File: src/rtl/spi_tx_arbiter_if.sv
// Byte-transmit bus between two requesters, the arbiter and one SPI master.
// slave: arbiter side. master: requester / SPI-master side (testbench or glue).
interface spi_tx_arbiter_if;
  logic [1:0] i_Req_Valid;
  logic [7:0] i_Req_Byte0;
  logic [7:0] i_Req_Byte1;
  logic [1:0] i_Req_Last;
  logic [1:0] o_Req_Ack;
  logic [1:0] o_Grant;
  logic [7:0] o_TX_Byte;
  logic       o_TX_DV;
  logic       i_TX_Ready;
  logic       o_Busy;

  modport slave (
    input  i_Req_Valid, i_Req_Byte0, i_Req_Byte1, i_Req_Last, i_TX_Ready,
    output o_Req_Ack, o_Grant, o_TX_Byte, o_TX_DV, o_Busy
  );

  modport master (
    output i_Req_Valid, i_Req_Byte0, i_Req_Byte1, i_Req_Last, i_TX_Ready,
    input  o_Req_Ack, o_Grant, o_TX_Byte, o_TX_DV, o_Busy
  );
endinterface

File: src/rtl/spi_tx_arbiter.sv
// Two-requester burst arbiter in front of a single-CS SPI byte transmitter.
// Bursts are never interleaved; a programmable idle gap follows each burst
// so the slave sees CS deassert and settle.
//
// state | meaning
// IDLE  | no owner; waiting for SPI ready and any valid request
// ISSUE | DV and ack pulse for one cycle; SPI ready not yet meaningful
// BUSY  | owner holds grant; waiting for SPI ready (next byte or burst end)
// GAP   | burst finished; counting idle clocks, requests ignored
module spi_tx_arbiter #(
  parameter int GAP_CYCLES = 100
) (
  input logic            i_Clk,
  input logic            i_Rst_L,
  spi_tx_arbiter_if.slave bus
);

  typedef enum logic [1:0] {S_IDLE, S_ISSUE, S_BUSY, S_GAP} state_t;

  localparam int CNT_W = (GAP_CYCLES > 0) ? $clog2(GAP_CYCLES + 1) : 1;
  localparam logic [CNT_W-1:0] GAP_LOAD = CNT_W'(GAP_CYCLES);

  state_t           state_q, state_d;
  logic [1:0]       grant_q, grant_d;
  logic [1:0]       ack_q, ack_d;
  logic [7:0]       tx_byte_q, tx_byte_d;
  logic             tx_dv_q, tx_dv_d;
  logic             last_q, last_d;
  logic             rr_q, rr_d;       // index of requester favoured on a tie
  logic [CNT_W-1:0] gap_q, gap_d;
  logic             busy_q, busy_d;

  logic             do_issue;
  logic             win;

  // Next-state, byte issue and gap counting.
  always_comb begin
    state_d   = state_q;
    grant_d   = grant_q;
    ack_d     = 2'b00;
    tx_byte_d = tx_byte_q;
    tx_dv_d   = 1'b0;
    last_d    = last_q;
    rr_d      = rr_q;
    gap_d     = gap_q;
    do_issue  = 1'b0;
    win       = 1'b0;

    case (state_q)
      S_IDLE: begin
        if (bus.i_TX_Ready && (bus.i_Req_Valid != 2'b00)) begin
          do_issue = 1'b1;
          win      = (bus.i_Req_Valid == 2'b11) ? rr_q : bus.i_Req_Valid[1];
        end
      end
      S_ISSUE: begin
        // SPI master drops ready one cycle after DV, so it is not sampled here.
        state_d = S_BUSY;
      end
      S_BUSY: begin
        if (bus.i_TX_Ready) begin
          if (last_q) begin
            grant_d = 2'b00;
            rr_d    = ~grant_q[1];
            if (GAP_CYCLES == 0) begin
              state_d = S_IDLE;
            end else begin
              gap_d   = GAP_LOAD;
              state_d = S_GAP;
            end
          end else if (bus.i_Req_Valid[grant_q[1]]) begin
            do_issue = 1'b1;
            win      = grant_q[1];
          end
        end
      end
      S_GAP: begin
        if (gap_q <= CNT_W'(1)) begin
          gap_d   = '0;
          state_d = S_IDLE;
        end else begin
          gap_d = gap_q - CNT_W'(1);
        end
      end
      default: state_d = S_IDLE;
    endcase

    if (do_issue) begin
      tx_byte_d = win ? bus.i_Req_Byte1 : bus.i_Req_Byte0;
      tx_dv_d   = 1'b1;
      ack_d     = win ? 2'b10 : 2'b01;
      grant_d   = win ? 2'b10 : 2'b01;
      last_d    = bus.i_Req_Last[win];
      state_d   = S_ISSUE;
    end
  end

  assign busy_d = (state_d != S_IDLE);

  // State and output registers; reset aborts any burst in flight.
  always_ff @(posedge i_Clk or negedge i_Rst_L) begin
    if (!i_Rst_L) begin
      state_q   <= S_IDLE;
      grant_q   <= 2'b00;
      ack_q     <= 2'b00;
      tx_byte_q <= 8'h00;
      tx_dv_q   <= 1'b0;
      last_q    <= 1'b0;
      rr_q      <= 1'b0;
      gap_q     <= '0;
      busy_q    <= 1'b0;
    end else begin
      state_q   <= state_d;
      grant_q   <= grant_d;
      ack_q     <= ack_d;
      tx_byte_q <= tx_byte_d;
      tx_dv_q   <= tx_dv_d;
      last_q    <= last_d;
      rr_q      <= rr_d;
      gap_q     <= gap_d;
      busy_q    <= busy_d;
    end
  end

  assign bus.o_Req_Ack = ack_q;
  assign bus.o_Grant   = grant_q;
  assign bus.o_TX_Byte = tx_byte_q;
  assign bus.o_TX_DV   = tx_dv_q;
  assign bus.o_Busy    = busy_q;

endmodule

File: src/flat_wrapper.sv
// flat-port wrapper written by rule: the top's interface ports become plain ports
module spi_tx_arbiter_flat 
#(
  parameter int GAP_CYCLES = 100
)
  (i_Clk, i_Rst_L, bus_i_Req_Valid, bus_i_Req_Byte0, bus_i_Req_Byte1, bus_i_Req_Last, bus_i_TX_Ready, bus_o_Req_Ack, bus_o_Grant, bus_o_TX_Byte, bus_o_TX_DV, bus_o_Busy);
  spi_tx_arbiter_if bus_i ();
  input logic i_Clk;
  input logic i_Rst_L;
  input wire logic [$bits(bus_i.i_Req_Valid)-1:0] bus_i_Req_Valid;
  input wire logic [$bits(bus_i.i_Req_Byte0)-1:0] bus_i_Req_Byte0;
  input wire logic [$bits(bus_i.i_Req_Byte1)-1:0] bus_i_Req_Byte1;
  input wire logic [$bits(bus_i.i_Req_Last)-1:0] bus_i_Req_Last;
  input wire logic [$bits(bus_i.i_TX_Ready)-1:0] bus_i_TX_Ready;
  output wire logic [$bits(bus_i.o_Req_Ack)-1:0] bus_o_Req_Ack;
  output wire logic [$bits(bus_i.o_Grant)-1:0] bus_o_Grant;
  output wire logic [$bits(bus_i.o_TX_Byte)-1:0] bus_o_TX_Byte;
  output wire logic [$bits(bus_i.o_TX_DV)-1:0] bus_o_TX_DV;
  output wire logic [$bits(bus_i.o_Busy)-1:0] bus_o_Busy;
  assign bus_i.i_Req_Valid = bus_i_Req_Valid;
  assign bus_i.i_Req_Byte0 = bus_i_Req_Byte0;
  assign bus_i.i_Req_Byte1 = bus_i_Req_Byte1;
  assign bus_i.i_Req_Last = bus_i_Req_Last;
  assign bus_i.i_TX_Ready = bus_i_TX_Ready;
  assign bus_o_Req_Ack = bus_i.o_Req_Ack;
  assign bus_o_Grant = bus_i.o_Grant;
  assign bus_o_TX_Byte = bus_i.o_TX_Byte;
  assign bus_o_TX_DV = bus_i.o_TX_DV;
  assign bus_o_Busy = bus_i.o_Busy;
  spi_tx_arbiter #(.GAP_CYCLES(GAP_CYCLES)) u_core (.i_Clk(i_Clk), .i_Rst_L(i_Rst_L), .bus(bus_i));
endmodule
File: config.mk
export PLATFORM = sky130hd
export DESIGN_NAME = spi_tx_arbiter_flat
export DESIGN_NICKNAME = d
export VERILOG_FILES = /design/src/rtl/spi_tx_arbiter_if.sv /design/src/rtl/spi_tx_arbiter.sv /design/src/flat_wrapper.sv
export SDC_FILE = /design/constraint.sdc
export NUM_CORES = 1
export LEC_CHECK = 0
export BUFFER_PORTS_ARGS = -buffer_cell sky130_fd_sc_hd__buf_2
export CAP_MARGIN = 20
export CORE_ASPECT_RATIO = 0.5
export CORE_MARGIN = 5
export CORE_UTILIZATION = 30
export CTS_CLUSTER_SIZE = 12
export DETAILED_ROUTE_END_ITERATION = 6
export PLACE_DENSITY = 0.61
export SLEW_MARGIN = 20
export SYNTH_ARGS = -nofsm -noshare
export SYNTH_HDL_FRONTEND = slang
export SYNTH_SLANG_ARGS = --single-unit
export TNS_END_PERCENT = 20
File: constraint.sdc
create_clock -name i_Clk -period 1.8 [get_ports i_Clk]
set_clock_uncertainty 0.2 [all_clocks]
set_input_delay 0.36 -clock i_Clk [delete_from_list [all_inputs] [get_ports i_Clk]]
set_output_delay 0.36 -clock i_Clk [all_outputs]
set_load 0.05 [all_outputs]
Word-level counts from Yosys, hierarchy flattened. Cells that the tools add are included.

Flip-flop bits (word level): 25. Input bits: 23. Output and inout port bits: 14. Logic and storage cells: 63.

Add/subtract/negate cells: 1. Magnitude comparators: 3. Equality and inequality tests: 6. Muxes and demuxes: 32. Bitwise operators: 1. Reduce and logical (&&, ||, !) cells: 11.

Operators with widths (count): 7-bit 2-to-1 mux (3); 2-bit 2-to-1 mux (10); 1-bit 2-to-1 mux (14); 7-bit one-hot mux with 2 select lines (1); 2-bit nonzero test (6); 3-bit AND reduction (3); 8-bit 2-to-1 mux (1); 7-bit by 1-bit <= comparator with 1-bit output (second input constant) (1); 7-bit by 1-bit subtractor with 7-bit output (second input constant) (1); 2-bit equality test (second input constant) (3); 2-bit one-hot mux with 3 select lines (1); 1-bit by 2-bit < comparator with 1-bit output (second input constant) (2); 1-bit one-hot mux with 2 select lines (2); 2-bit by 1-bit equality test with 1-bit output (second input constant) (1); 2-bit logical NOT (1); 2-bit by 1-bit inequality test with 1-bit output (second input constant) (1); 2-bit inequality test (second input constant) (1); 1-bit logical AND (1); 1-bit inverter (1).

Depth between registers and ports, before layout.
Depth after elaboration: 8. Depth in mapped cells: 6. Depth with buffers taken out: 6.

Worst setup path after synthesis. OpenSTA, ideal clock, no wires.

Path type: register to register. Start point: reg u_core.grant_q[1] (netlist: u_core.bus.o_Grant[1]). End point: reg u_core.tx_byte_q[1] (netlist: u_core.bus.o_TX_Byte[1]). Setup time: 0.126 ns. Arrival time: 1.582 ns. Data required time: 1.474 ns. Setup slack: -0.108 ns. Cell stages (with the launch flop): 6. Path buffers: 1. Period minus slack after synthesis: 1.908 ns. Cells stage by stage: dfrtp_1 -> mux2i_1 -> o22ai_1 -> nand2_1 -> clkbuf_1 -> a221o_1.

Longest elaborated chain between the ends: 7. Elaborated cells on any way between the ends: 11. Those cells by class: mux: 11.

Ends and longest elaborated chain: start, declared (RTL line spi_tx_arbiter.sv:24) `logic [1:0] grant_q, grant_d;`; start signal, assigned (RTL line spi_tx_arbiter.sv:114) `grant_q <= grant_d;`; 1-bit 2-to-1 mux (implied by the code) (2 in a row) (RTL line spi_tx_arbiter.sv:71) `end else if (bus.i_Req_Valid[grant_q[1]]) begin`; 1-bit 2-to-1 mux (RTL line spi_tx_arbiter.sv:71); 1-bit 2-to-1 mux (RTL line spi_tx_arbiter.sv:62) `if (last_q) begin`; 1-bit 2-to-1 mux (RTL line spi_tx_arbiter.sv:61) `if (bus.i_TX_Ready) begin`; 1-bit one-hot mux with 2 select lines (RTL line spi_tx_arbiter.sv:49) `case (state_q)`; 8-bit 2-to-1 mux (RTL line spi_tx_arbiter.sv:89) `tx_byte_d = win ? bus.i_Req_Byte1 : bus.i_Req_Byte0;`; end signal, assigned (RTL line spi_tx_arbiter.sv:116) `tx_byte_q <= tx_byte_d;`; end, declared (RTL line spi_tx_arbiter.sv:26) `logic [7:0] tx_byte_q, tx_byte_d;`.

Several ways; a longest one is shown, not always the timed one. The select of a mux whose other input is x is not followed. A chain may end at the register's enable or synchronous reset.

Worst setup path after layout.
Start point: reg u_core.gap_q[2]. End point: reg u_core.gap_q[5].

Longest elaborated chain between the ends: 3. Elaborated cells on any way between the ends: 4. Those cells by class: add/sub: 1; order compare: 1; mux: 2.

Ends and longest elaborated chain: start, declared (RTL line spi_tx_arbiter.sv:30) `logic [CNT_W-1:0] gap_q, gap_d;`; start signal, assigned (RTL line spi_tx_arbiter.sv:120) `gap_q <= gap_d;`; 7-bit by 1-bit subtractor with 7-bit output / 7-bit by 1-bit <= comparator with 1-bit output (equally long branches) (RTL line spi_tx_arbiter.sv:82, spi_tx_arbiter.sv:78); 7-bit 2-to-1 mux (*) (RTL line spi_tx_arbiter.sv:78) `if (gap_q <= CNT_W'(1)) begin`; 7-bit one-hot mux with 2 select lines (*) (RTL line spi_tx_arbiter.sv:49).

Mark *: on every way between the ends. The rest lies on a longest branch, timed or not.

==> summary.md <==
| Metric | Value |
|---|---|
| Post-Synthesis Cells | `114` |
| Setup crit start | `u_core.gap_q[2]` |
| Largest family of logic cells by synthesized area | `compound AO/OA/AOI/OAI gates` |
| Slew margin rel. | `0.634` |
| Net Count, Synth | `139` |
| Number of global-route vias before repair | `1010` |
| Compound-gate portion of the synthesized area | `0.236` |
| Overall die height | `55.2 microns` |
| Global routing's busiest layer | `met2` |
| Post-Syn Area per Cell | `10.7 sq um` |
| Iteration-0 DRC Markers | `36` |
| Destination of the critical timing path | `u_core.gap_q[5]` |
| Worst-path maximum fanout | `5` |
| Pwr/cell area | `1670 nW/um^2` |
| Share of cell area taken by muxes after synthesis | `0.00817` |
| Ratio of routed vias to standard cells | `4.76` |
| GRT Resource Usage Total | `0.111` |
| Global route total overflow | `0` |
| Met1 capacity usage during global routing | `0.136` |
| Remaining number of nets flagged by the antenna check after routing | `0` |
| Async set-reset flop share out of synthesis | `1.00` |
| Via count | `1038` |
| Initial standard-cell utilization of the core | `0.312` |
| Final nets | `190` |
| RSZ-0062 raised after global routing | `yes` |
| Portion of the post-synthesis area used by sequential elements | `0.511` |
| Area of the multi-input gates | `573 sq um` |
| Routed WL per cell | `12.8 microns` |
| Simple logic cell fraction of the synthesized area | `0.192` |
| Final Hold Vio Count | `0` |
| Worst-skew pair later-pin latency | `0.27 ns` |
| Max_cap viols | `0` |
| Area used by sequential logic in the layout | `627 sq um` |
| Leading post-synthesis cells by instance count | `sky130_fd_sc_hd__dfrtp_1 (25), sky130_fd_sc_hd__nand2_1 (12), sky130_fd_sc_hd__a221o_1 (9), sky130_fd_sc_hd__and2_1 (9)` |
| Placed Cells incl. Taps | `212` |
| Yosys warning total | `0` |
| Worst setup path class | `reg -> reg` |
| Maximum vdd drop | `459 uV` |
| Number of placement rows | `16` |
| Finished Layout Cells | `218` |
| Cell area after synthesis | `1220 sq um` |
| Top cell type by total area after synthesis | `sky130_fd_sc_hd__dfrtp_1` |
| Layout cells sized above 1 | `0.396` |
| Filler Cells Inserted | `389` |
| CP Capture Type | `flip-flop` |
| CTS sink count | `25` |
| Placeable core area | `3920 sq um` |
| Status | `completed` |
| Synthesis-to-layout area growth | `32.0%` |
| Share of Yosys cell area claimed by the top area cell type | `0.511` |
| Routability congestion estimate from global placement | `0.791` |
| Hold slack final | `0.117 ns` |
| Post-synthesis sequential element count | `25` |
| Wire length of the first global-routing pass | `4.69 mm` |
| Pin count of the biggest net entering global routing | `26` |
| Die Footprint | `5540 sq um` |
| Total DRC errors in the routed layout | `0` |
| Arrival @ worst endpoint | `1.72 ns` |
| CTS tree | `done` |
| Crit path time final | `1.76 ns` |
| Count of pins on the block boundary | `37` |
| Total setup violations reported at the end of the flow | `0` |
| Leak | `0.796 nW` |
| Actual transition at the worst max-transition pin | `0.550 ns` |
| Data required time of the worst path | `1.76 ns` |
| Clock buffers created by TritonCTS | `3` |
| Worst Hold Class | `in -> reg` |
| Leading register cell type out of synthesis | `sky130_fd_sc_hd__dfrtp_1` |
| Antenna diodes | `0` |
| Internal reg-to-reg setup slack | `0.04 ns` |
| Worst r2r dst | `u_core.gap_q[5]` |
| Post-synthesis cell type count | `33` |
| Leading cell type by number of instances after synthesis | `sky130_fd_sc_hd__dfrtp_1` |
| FF-to-FF path depth | `4` |
| Max H-tree Level | `1` |
| Iteration count of the initial detailed-routing pass | `4` |
| Critical register-to-register path startpoint | `u_core.gap_q[2]` |
| Number of antenna violations at the first check in global routing | `0` |
| Met2 track demand over resource | `0.196` |
| DP Wirelength | `2.09 mm` |
| Fin crit share | `0.975` |
| Peak clock frequency supported by timing | `570 MHz` |
| Count of buffers from port buffering | `36` |
| Overall die width | `100 microns` |
| Longest Clk Path Bufs | `2` |
| Xor/xnor cell area share of the yosys netlist | `0` |
| Ranking of synthesized cells by area | `sky130_fd_sc_hd__dfrtp_1 (51%), sky130_fd_sc_hd__a221o_1 (7.4%), sky130_fd_sc_hd__and2_1 (4.6%)` |
| Cell at the root of the clock tree | `sky130_fd_sc_hd__clkbuf_8` |
| Post-layout total power | `2.69 mW` |
| EDFF count, synth | `0` |
| Adder-cell share of the synthesized area | `0.0204` |
| Met3 Resource Use GR | `0.0313` |
| Final wirelength | `2.79 mm` |
| Clock edge transition at the registers on the reported setup and hold paths | `0.09 ns` |
| Fin. max-slew vios | `0` |
| Worst setup SP type | `flip-flop` |
## layout by cell type, fill, tap and decap left out, types with 2 or more instances in the layout
cell type	instances
sky130_fd_sc_hd__a21boi_0	3
sky130_fd_sc_hd__a21o_1	3
sky130_fd_sc_hd__a21o_2	3
sky130_fd_sc_hd__a21oi_1	3
sky130_fd_sc_hd__a221o_1	9
sky130_fd_sc_hd__and2_1	9
sky130_fd_sc_hd__buf_2	36
sky130_fd_sc_hd__buf_4	13
sky130_fd_sc_hd__clkbuf_8	3
sky130_fd_sc_hd__dfrtp_1	24
sky130_fd_sc_hd__inv_1	4
sky130_fd_sc_hd__nand2_1	12
sky130_fd_sc_hd__nand3_1	5
sky130_fd_sc_hd__nor2_1	6
sky130_fd_sc_hd__nor3b_1	2
sky130_fd_sc_hd__o21ai_0	6
## per-layer routing
| metal | routed length, microns | vias to the layer above |
|---|---|---|
| li1 | - | 518 |
| met1 | 1300 | 495 |
| met2 | 1360 | 20 |
| met3 | 89 | 5 |
| met4 | 37 | 0 |
| met5 | 0 | - |
## kinds of logic (layout without fill, tap and decap cells)
family	Yosys count	after routing
buf+inv	8	58
flops	25	25
compound gates	35	35
mux	1	1
fa+ha+maj	2	2
simple gates	43	43
## through the flow
step	TNS, ns	cell area [sq um]	util	setup WS (ns)
floorplan	0	1230	-	0.0430
global placement	0	1540	0.392	0.0215
detailed placement	0	1540	0.392	0.00482
CTS	-0.00195	1600	0.408	-0.00195
global route	-0.0133	1620	0.412	-0.0133
finish	0	1620	0.412	0.0444
## critical path, cell delays in order, from the launching register on
cell	delay [ns]
sky130_fd_sc_hd__dfrtp_1	0.40
sky130_fd_sc_hd__or4_4	0.58
sky130_fd_sc_hd__nor3_4	0.22
sky130_fd_sc_hd__a21oi_1	0.06
sky130_fd_sc_hd__o22a_1	0.20
## final cells by class
cell class                 count  area share
sequential                    25       0.388
clock buffer                   3      0.0255
multi-input combinational     81       0.354
inverter                       4     0.00929
timing repair buffer          50       0.178
tap                           54      0.0418
clock inverter                 1     0.00310
## how the worst min path moves through the flow
stage / cells after the start / to / slack, ns / start
finish: 2 / u_core.bus.o_TX_Byte[7] / 0.12 / bus_i_Req_Byte1[7]
global route: 2 / u_core.bus.o_TX_Byte[7] / 0.11 / bus_i_Req_Byte1[7]
CTS: 2 / u_core.bus.o_TX_Byte[6] / 0.11 / bus_i_Req_Byte1[6]
detailed placement: 1 / u_core.bus.o_TX_Byte[0] / 0.19 / i_Rst_L
global placement: 1 / u_core.bus.o_TX_Byte[0] / 0.19 / i_Rst_L
floorplan: 0 / u_core.bus.o_Busy / -0.14 / i_Rst_L
## power breakdown
part           internal, mW  total (mW)  switching, mW  leakage [nW]
clock network         0.155       0.333          0.178        0.0255
registers             0.781       0.944          0.163         0.297
logic                 0.580        1.42          0.836         0.474
## registers in the layout (all words and copies together) (netlist names)
name and cells:
u_core.last_q 1, u_core.bus.o_TX_Byte 8, u_core.bus.o_Busy 1, u_core.bus.o_TX_DV 1, u_core.bus.o_Req_Ack 2, u_core.gap_q 7
u_core.rr_q 1, u_core.bus.o_Grant 2, u_core.state_q 2
## what timing repair did
item,4_1_cts,5_1_grt
endpoints found under the setup margin,2,3
buffers inserted,1,0
gates resized for setup,0,3
hold buffers,1,0
hold endpoints to repair,25,0
pin swaps,1,1
Power figures use the tool's default switching activity.
